`src/rtl/bcd_enc_pkg.sv`:
```
// ---------------------------------------------------------------------------
// bcd_enc_pkg
// Shared types and constants for the binary-to-BCD display encoder.
//   bcd_enc_state_t : conversion FSM states (IDLE -> CONV -> FIX -> IDLE)
//   BCD_BLANK       : digit code the display controller renders as blank
//   NUM_DIGITS      : digits shown on the 7-segment display
//   BCD_FIELD_W     : width of the double-dabble BCD scratch field
//                     (five digits, enough for any 16-bit input)
// ---------------------------------------------------------------------------
package bcd_enc_pkg;

    typedef enum logic [1:0] {
        IDLE = 2'd0,
        CONV = 2'd1,
        FIX  = 2'd2
    } bcd_enc_state_t;

    localparam logic [3:0] BCD_BLANK   = 4'hF;
    localparam int         NUM_DIGITS  = 4;
    localparam int         BCD_FIELD_W = 20;

endpackage

```
`src/rtl/bcd_value_encoder_if.sv`:
```
// ---------------------------------------------------------------------------
// bcd_value_encoder_if
// Request/result bundle between the multimeter datapath and the encoder.
//   start   : conversion request (master -> encoder)
//   bin_in  : unsigned 16-bit value to display
//   dp_en   : decimal point enable
//   dp_sel  : digit index carrying the dot (3 = leftmost)
//   busy    : conversion in progress
//   done    : one-cycle pulse, results below are new
//   ovf     : held result is an overflow
//   bcd_out : {d3,d2,d1,d0}, d3 leftmost in bits 15:12
//   dp_out  : one-hot dot vector, bit i = digit i
//
// Handshake: start is only looked at while busy is low. A rising clock edge
// with start high and busy low accepts the request and captures bin_in,
// dp_en and dp_sel on that same edge; busy then stays high until the edge
// that raises done. start while busy is dropped, never queued. bcd_out,
// dp_out and ovf change only on the edge that raises done and otherwise hold.
// ---------------------------------------------------------------------------
interface bcd_value_encoder_if;

    logic        start;
    logic [15:0] bin_in;
    logic        dp_en;
    logic [1:0]  dp_sel;
    logic        busy;
    logic        done;
    logic        ovf;
    logic [15:0] bcd_out;
    logic [3:0]  dp_out;

    modport master (
        output start, bin_in, dp_en, dp_sel,
        input  busy, done, ovf, bcd_out, dp_out
    );

    modport slave (
        input  start, bin_in, dp_en, dp_sel,
        output busy, done, ovf, bcd_out, dp_out
    );

endinterface

```
`src/rtl/bcd_dabble_step.sv`:
```
// ---------------------------------------------------------------------------
// bcd_dabble_step
// Combinational add-3 stage of the double-dabble algorithm: every 4-bit
// digit of the BCD field that is 5 or more gets 3 added, so the following
// left shift carries correctly into the next decimal digit.
//   field_in  : BCD scratch field before adjustment
//   field_out : adjusted field, ready to be shifted
// ---------------------------------------------------------------------------
module bcd_dabble_step
    import bcd_enc_pkg::*;
(
    input  logic [BCD_FIELD_W-1:0] field_in,
    output logic [BCD_FIELD_W-1:0] field_out
);

    always_comb begin
        field_out = field_in;
        for (int i = 0; i < BCD_FIELD_W / 4; i++) begin
            if (field_in[i*4 +: 4] >= 4'd5) begin
                field_out[i*4 +: 4] = field_in[i*4 +: 4] + 4'd3;
            end
        end
    end

endmodule

```
`src/rtl/bcd_value_encoder.sv`:
```
// ---------------------------------------------------------------------------
// bcd_value_encoder
// Sequential binary-to-BCD encoder feeding the 4-digit 7-segment controller.
// One conversion takes 16 double-dabble cycles plus one fix-up cycle, after
// which overflow substitution, decimal point placement and optional
// leading-zero blanking are registered onto the held outputs.
//   clk       : system clock
//   rst_n     : asynchronous active-low reset
//   bus       : request/result bundle (slave side)
//   fsm_state : current FSM state, for observation only
// Parameters:
//   BIN_W    : binary input width (the 20-bit BCD field assumes 16)
//   LZ_BLANK : 1 = leading zero digits shown as BCD_BLANK
//   MAX_VAL  : largest displayable value, anything above is overflow
// ---------------------------------------------------------------------------
module bcd_value_encoder
    import bcd_enc_pkg::*;
#(
    parameter int BIN_W    = 16,
    parameter bit LZ_BLANK = 1'b1,
    parameter int MAX_VAL  = 9999
) (
    input  logic                 clk,
    input  logic                 rst_n,
    bcd_value_encoder_if.slave   bus,
    output bcd_enc_state_t       fsm_state
);

    localparam int               SR_W    = BCD_FIELD_W + BIN_W;
    localparam int               CNT_W   = $clog2(BIN_W);
    localparam logic [CNT_W-1:0] CNT_END = CNT_W'(BIN_W - 1);
    localparam logic [BIN_W-1:0] MAX_BIN = BIN_W'(MAX_VAL);

    bcd_enc_state_t          state;
    logic [SR_W-1:0]         sr;
    logic [CNT_W-1:0]        cnt;
    logic                    ovf_pend;
    logic                    dp_en_q;
    logic [1:0]              dp_sel_q;

    logic                    busy_q;
    logic                    done_q;
    logic                    ovf_q;
    logic [15:0]             bcd_q;
    logic [3:0]              dp_q;

    logic [BCD_FIELD_W-1:0]  dabbled;
    logic [SR_W-1:0]         adjusted;
    logic [15:0]             digits;
    logic [15:0]             shown;
    logic                    lead_zero;

    bcd_dabble_step u_step (
        .field_in  (sr[SR_W-1:BIN_W]),
        .field_out (dabbled)
    );

    assign adjusted = {dabbled, sr[BIN_W-1:0]};

    // After the last shift the four displayed digits sit just above the
    // binary part; the fifth digit only matters for overflow and is dropped.
    // A digit is blanked while every digit from the left down to it is zero,
    // unless it carries the dot or lies to the right of the dot.
    always_comb begin
        digits    = sr[BIN_W+15:BIN_W];
        shown     = digits;
        lead_zero = 1'b1;
        for (int i = NUM_DIGITS - 1; i >= 1; i--) begin
            lead_zero = lead_zero && (digits[i*4 +: 4] == 4'd0);
            if (LZ_BLANK && lead_zero && (!dp_en_q || (2'(i) > dp_sel_q))) begin
                shown[i*4 +: 4] = BCD_BLANK;
            end
        end
    end

    always_ff @(posedge clk or negedge rst_n) begin
        if (!rst_n) begin
            state    <= IDLE;
            sr       <= '0;
            cnt      <= '0;
            ovf_pend <= 1'b0;
            dp_en_q  <= 1'b0;
            dp_sel_q <= 2'd0;
            busy_q   <= 1'b0;
            done_q   <= 1'b0;
            ovf_q    <= 1'b0;
            bcd_q    <= 16'hFFFF;
            dp_q     <= 4'd0;
        end else begin
            done_q <= 1'b0;
            case (state)
                IDLE: begin
                    if (bus.start) begin
                        sr       <= {{BCD_FIELD_W{1'b0}}, bus.bin_in};
                        ovf_pend <= (bus.bin_in > MAX_BIN);
                        dp_en_q  <= bus.dp_en;
                        dp_sel_q <= bus.dp_sel;
                        cnt      <= '0;
                        busy_q   <= 1'b1;
                        state    <= CONV;
                    end
                end
                CONV: begin
                    sr  <= adjusted << 1;
                    cnt <= cnt + 1'b1;
                    if (cnt == CNT_END) begin
                        state <= FIX;
                    end
                end
                FIX: begin
                    if (ovf_pend) begin
                        bcd_q <= 16'hFFFF;
                        dp_q  <= 4'd0;
                        ovf_q <= 1'b1;
                    end else begin
                        bcd_q <= shown;
                        dp_q  <= dp_en_q ? (4'd1 << dp_sel_q) : 4'd0;
                        ovf_q <= 1'b0;
                    end
                    done_q <= 1'b1;
                    busy_q <= 1'b0;
                    state  <= IDLE;
                end
                default: begin
                    state <= IDLE;
                end
            endcase
        end
    end

    assign bus.busy    = busy_q;
    assign bus.done    = done_q;
    assign bus.ovf     = ovf_q;
    assign bus.bcd_out = bcd_q;
    assign bus.dp_out  = dp_q;
    assign fsm_state   = state;

endmodule

```
`src/flat_wrapper.sv`:
```
// flat-port wrapper written by rule: the top's interface ports become plain ports
module bcd_value_encoder_flat import bcd_enc_pkg::*;
#(
    parameter int BIN_W    = 16,
    parameter bit LZ_BLANK = 1'b1,
    parameter int MAX_VAL  = 9999
)
  (clk, rst_n, fsm_state, bus_start, bus_bin_in, bus_dp_en, bus_dp_sel, bus_busy, bus_done, bus_ovf, bus_bcd_out, bus_dp_out);
  bcd_value_encoder_if bus_i ();
  input  logic clk;
  input  logic rst_n;
  output bcd_enc_state_t fsm_state;
  input wire logic [$bits(bus_i.start)-1:0] bus_start;
  input wire logic [$bits(bus_i.bin_in)-1:0] bus_bin_in;
  input wire logic [$bits(bus_i.dp_en)-1:0] bus_dp_en;
  input wire logic [$bits(bus_i.dp_sel)-1:0] bus_dp_sel;
  output wire logic [$bits(bus_i.busy)-1:0] bus_busy;
  output wire logic [$bits(bus_i.done)-1:0] bus_done;
  output wire logic [$bits(bus_i.ovf)-1:0] bus_ovf;
  output wire logic [$bits(bus_i.bcd_out)-1:0] bus_bcd_out;
  output wire logic [$bits(bus_i.dp_out)-1:0] bus_dp_out;
  assign bus_i.start = bus_start;
  assign bus_i.bin_in = bus_bin_in;
  assign bus_i.dp_en = bus_dp_en;
  assign bus_i.dp_sel = bus_dp_sel;
  assign bus_busy = bus_i.busy;
  assign bus_done = bus_i.done;
  assign bus_ovf = bus_i.ovf;
  assign bus_bcd_out = bus_i.bcd_out;
  assign bus_dp_out = bus_i.dp_out;
  bcd_value_encoder #(.BIN_W(BIN_W), .LZ_BLANK(LZ_BLANK), .MAX_VAL(MAX_VAL)) u_core (.clk(clk), .rst_n(rst_n), .bus(bus_i), .fsm_state(fsm_state));
endmodule
```
`config.mk`:
```
export PLATFORM = sky130hd
export DESIGN_NAME = bcd_value_encoder_flat
export DESIGN_NICKNAME = d
export VERILOG_FILES = /design/src/rtl/bcd_enc_pkg.sv /design/src/rtl/bcd_value_encoder_if.sv /design/src/rtl/bcd_dabble_step.sv /design/src/rtl/bcd_value_encoder.sv /design/src/flat_wrapper.sv
export SDC_FILE = /design/constraint.sdc
export NUM_CORES = 1
export LEC_CHECK = 0
export BUFFER_PORTS_ARGS = -buffer_cell sky130_fd_sc_hd__buf_2
export CORE_UTILIZATION = 46
export DETAILED_ROUTE_END_ITERATION = 10
export PLACE_DENSITY_LB_ADDON = 0.25
export SETUP_SLACK_MARGIN = 0.02
export SYNTH_ARGS = -nofsm -noshare
export SYNTH_HDL_FRONTEND = slang
export SYNTH_SLANG_ARGS = --single-unit
```
`constraint.sdc`:
```
create_clock -name clk -period 1.7 [get_ports clk]
set_input_delay 0.34 -clock clk [delete_from_list [all_inputs] [get_ports clk]]
set_output_delay 0.34 -clock clk [all_outputs]
set_load 0.01 [all_outputs]
```
# After elaboration in Yosys (flattened, before gate mapping)
# Index checks and enable logic that the tools add are counted.
[totals]
register_bits = 69
output_inout_bits = 25
[classes]
n_reduce_logical = 19
add_sub_neg = 6
n_mux = 22
magnitude_cmp = 9
n_eq_ne = 5
n_shift = 1
[op_table]
columns = ["op", "n"]
rows = [
  ["one-hot mux 36 bit (2 select lines)", 1],
  ["two-way mux 4 bit", 10],
  ["two-way mux 36 bit", 1],
  ["greater-or-equal comparator 4 x 3 -> 1 bit, second input constant", 5],
  ["adder 4 x 2 -> 4 bit, second input constant", 4],
  ["> comparator 16 x 14 -> 1 bit, second input constant", 1],
  ["two-way mux 16 bit", 1],
  ["zero test 4 bit", 3],
  ["one-hot mux 4 bit (2 select lines)", 1],
  ["AND reduction 2 bit", 4],
  ["logical AND 1 bit", 5],
  ["adder 4 x 1 -> 4 bit, second input constant", 1],
  ["== test 4 bit, second input constant", 1],
  ["> comparator 2 bit, first input constant", 2],
  ["two-way mux 2 bit", 2],
  ["one-hot mux 2 bit (2 select lines)", 1],
  ["nonzero test 2 bit", 2],
  ["left shift 1 x 2 -> 4 bit, first input constant", 1],
  ["adder 3 x 2 -> 3 bit, second input constant", 1],
  ["logical OR 1 bit", 3],
  ["two-way mux 1 bit", 3],
  ["two-way mux 3 bit", 1],
  ["== test 2 x 1 -> 1 bit, second input constant", 1],
  ["== test 2 bit, second input constant", 1],
  ["6 further kinds", 6],
]

# Depth between registers and ports, before layout
[depth]
word_depth = 6
ltp_mapped = 6
depth_no_buf = 6

# By module
# A second synthesis with hierarchy kept.
[unflattened]
hier_cells = 369
hier_area_um2 = 3379.5
[modules_own_cells]
columns = ["mod", "cells_each", "n_inst", "area_per_inst_um2"]
rows = [
  ["bcd_value_encoder", 289, 1, 2872.8],
  ["bcd_dabble_step", 80, 1, 506.7],
]

# Least setup slack after synthesis
# No wires, ideal clock.
[synth_path]
kind = "reg2reg"
startpoint = "register u_core.sr[24]"
endpoint = "register u_core.sr[26]"
slack_ps = 157
setup_time_ps = 83
path_stages_with_launch = 7
arrival_time_ps = 1460
cell_sequence = "dfrtp_1 -> inv_1 -> ha_1 -> nand2b_1 -> a21oi_1 -> mux2_2 -> o22ai_1"
[synth_between]
elab_chain_cells = 3
elab_cells_between_ends = 4
classes_between = "add/sub: 1; order compare: 1; mux: 2"
[synth_rtl]
columns = ["element", "line", "text"]
rows = [
  ["from (decl)", "bcd_value_encoder.sv:35", "logic [SR_W-1:0] sr;"],
  ["from (signal assigned)", "bcd_value_encoder.sv:94", "sr <= {{BCD_FIELD_W{1'b0}}, bus.bin_in};"],
  ["from (signal assigned)", "bcd_value_encoder.sv:104", "sr <= adjusted << 1;"],
  ["adder 4 x 2 -> 4 bit / greater-or-equal comparator 4 x 3 -> 1 bit (equally long branches)", "bcd_dabble_step.sv:20, bcd_dabble_step.sv:19", ""],
  ["two-way mux 4 bit (*)", "bcd_dabble_step.sv:19", "if (field_in[i*4 +: 4] >= 4'd5) begin"],
  ["one-hot mux 36 bit (2 select lines) (*)", "bcd_value_encoder.sv:91", "case (state)"],
]
# Mark *: on every way between the ends. The rest lies on a longest branch, timed or not.
# A chain may end at the register's enable or synchronous reset.

# Worst setup path in the final report
[layout_path]
startpoint = "register u_core.sr[25]"
endpoint = "register u_core.sr[26]"
# Same word-level chain as after synthesis.

==> results.md <==
* Status: complete, but fails checks
* Failing checks: negative hold slack
* Post-Synth Simple-Gate Area at 17.4%
* Final Skew at 0.00990 ns
* Max Cap Violations at 0
* Async set or reset register ratio after synthesis at 100%
* Reg2reg path depth at 6
* Max-slew violations at 0
* TritonCTS buffer count at 9
* Worst VDD drop at 0.723 mV
* Worst path cell trace: inv_1 -> ha_1 -> nand2b_1 -> a21oi_2 -> mux2_2 -> o22ai_1
* Drt pass-1 iters at 4
* Post-synthesis sequential area ratio at 51.5%
* Data required, critical path at 1.96 ns
* DR vias/cell at 5.35
* Post-synthesis cell type count at 42
* CTS tree: built
* Minimum clock period at 1.59 ns
* Fmax at 0.631 GHz
* Synth Area in XOR/XNOR at 1.65%
* Clock tree sinks at 65
* GRT busiest layer: met2
* Compound-Gate Fraction of Synth Area at 18.2%
* Largest net degree at the start of global routing at 66
* Area Growth Syn to Fin at 17.7%
* Width of the die at 85.3 um
* Adder-Cell Fraction of Synth Area at 4.31%
* Layout cells sized above 1 at 28.1%
* Met3 Use GR at 5.84%
* WL per Instance at 14.3 um
* Number of global-route vias before repair at 2462
* Setup Buffers After CTS at 0
* Final #Nets at 423
* RSZ-0062 raised after global routing: yes
* Met1 Use GR at 27.1%
* Cells after DPL at 459
* EDFF count, synth at 0
* Vert. Die Dim at 85.3 um
* Final Hold Viols at 4
* Worst Tran Pin Value at 0.636 ns
* Routed wire length at 6800 um
* Clk buf depth at 2
* Reg-to-reg slack, setup at 0.11 ns
* Dpl hpwl at 4510 um
* Hold_ws at -0.00619 ns
* Startpoint types: flip-flop
* Initial core utilization at 47.3%
* Met2 Use GR at 32.7%
* DRT antenna net count at 0
* Final setup TNS at 0 ns
* Pre-CTS setup slack at 0.106 ns
* Critical path class: reg -> reg
* Cells after Synth at 337
* Antenna violations before repair at 0
* Leakage at 1.72 nW
* Clock latency on the worst-skew pair at 0.34 ns
* Aggregate global routing overflow at 0
* Ports at 47
* H-Tree Depth at 3
* Number of synthesized register bits at 65
* Worst reg2reg path endpoint: u_core.sr[26]
* Main synth FF type: dfrtp_1
* Final setup margin at 0.115 ns
* Total power at 6.84 mW
* Tot GR Track Use at 20.6%
* CP peak stage delay at 0.41 ns
* HP Class: in -> async
* Die area at 7280 um2
* CP Data Arrival Time at 1.85 ns
* Setup violators final at 0
* Vias post-DR at 2541
* Peak fanout along the critical path at 5
* Placer Congestion at 0.795
* Row cnt at 30
* Slew headroom at 57.5%
* Syn Nets at 370
* Period utilization at 93.3%
* Netlist Area Pre-Place at 3190 um2
* Mux contribution to synthesized area at 2.74%
* Violation count after the first detailed-route iteration at 87
* Pwr/cell area at 1820 nW/um2
* Non-filler cells, final at 475
* Port Buffer Count at 46
* Critical path capture point type: flip-flop
* Fill count at 609
* Critical R2R Launch: u_core.sr[25]
* CP max stage cell: dfrtp_1
* Clk Tree Root Cell: clkbuf_8
* Ant. Diodes at 0
* Clock slew at reported path FFs at 0.07 ns
* Area of the core at 6760 um2
* Largest family of logic cells by synthesized area: compound AO/OA/AOI/OAI gates
* # DRC at 0
* Syn Area/Cell at 9.48 um2
* Post-CTS Hold Fix Bufs at 0
* Synth warn at 0
* Global-route wire length before repair at 11600 um
[cell usage in the layout, fill, tap and decap left out, types with 2 or more instances in the layout]
master     n
nand2b_1   8
and2_1    15
clkbuf_1   2
xnor2_1    4
dfstp_2   16
inv_2      4
nand3_1    3
ha_1      11
nand2_1   53
o22ai_1    7
o31ai_1    2
o211ai_1   2
dfrtp_1   48
nand4_1    2
mux2_2     6
a21oi_1   17
clkbuf_8  11
a21oi_2    4
xor2_1     2
a22o_1     2
buf_2     46
nor2_1    36
a31oi_1   19
inv_1      8
buf_12     2
o21ai_1    4
buf_4     12
o21ai_0   28
mux2i_1    2
clkinv_2   2
[cell usage after synthesis (7+ instances only)]
library cell	instances	area (um2)
a21oi_1	21	105
nor2_1	36	135
inv_1	9	33.8
dfrtp_1	49	1230
o22ai_1	7	43.8
nand2b_1	8	50.1
and2_1	15	93.8
nand2_1	53	199
a31oi_1	19	119
buf_2	8	40.0
o21ai_0	28	140
dfstp_2	16	420
ha_1	11	138
[timing repair]
item / in CTS / in global routing
resized for setup: 1 / 5
pin swaps: 0 / 0
endpoints found under the hold margin: 0 / 0
endpoints found under the setup margin: 1 / 6
[where the power goes]
| part | leakage [nW] | switching, mW | internal [mW] |
|---|---|---|---|
| clock network | 0.0894 | 0.563 | 0.605 |
| registers | 0.787 | 0.560 | 2.26 |
| logic | 0.846 | 1.55 | 1.31 |
| total | 1.72 | 2.67 | 4.17 |
[stage by stage]
stage                     util (%)  area [um2]
after floorplan                  -        3190
after global routing          55.6        3760
after CTS                     55.4        3740
after global placement        52.8        3570
final                         55.6        3760
after detailed placement      52.8        3570
[flip-flops by register name, indices dropped and copies added (netlist names)]
signal / cells
u_core.bus.dp_out: 4
u_core.dp_en_q: 1
u_core.fsm_state: 2
u_core.sr: 32
u_core.bus.ovf: 1
u_core.cnt: 4
u_core.bus.busy: 1
u_core.ovf_pend: 1
u_core.bus.done: 1
u_core.dp_sel_q: 2
u_core.bus.bcd_out: 16
[per-layer routing]
layer,wire length (um),up-vias
met5,0,-
met4,114,0
met3,231,7
met2,3260,51
met1,3200,1211
li1,-,1272
[cells by family after synthesis]
kind of cell | after synthesis
flip-flops | 65
AO/OA/AOI/OAI | 94
XOR/XNOR | 6
buffers and inverters | 30
multiplexers | 8
adder cells (fa/ha/maj) | 11
AND/OR/NAND/NOR | 123
[layout make-up]
class                      instances  area, um2  share of cell area, %
clock inverter                     3       17.5                  0.466
timing repair buffer              60        360                   9.59
sequential                        65       1650                   43.8
clock buffer                      13        159                   4.23
multi-input combinational        242       1430                   38.0
inverter                          12       45.0                   1.20
tap                               80        100                   2.66
[critical path, delay by kind of cell (launching register included)]
kind,cells,cell delay [ns]
compound gates,2,0.30
fa+ha+maj,1,0.22
flops,1,0.41
buf+inv,1,0.15
mux,1,0.34
simple gates,1,0.09
[worst max path at each step]
stage                   from             to  slack (ns)  depth (start not counted)
4_1_cts        u_core.sr[25]  u_core.sr[26]        0.08                          6
3_5_place_dp   u_core.sr[25]  u_core.sr[26]        0.11                          6
3_3_place_gp   u_core.sr[28]  u_core.sr[30]        0.18                          6
6_report       u_core.sr[25]  u_core.sr[26]        0.11                          6
5_1_grt        u_core.sr[25]  u_core.sr[26]       0.008                          6
2_1_floorplan  u_core.sr[24]  u_core.sr[26]        0.16                          6
Note: power is estimated with default switching activity, not from simulation.
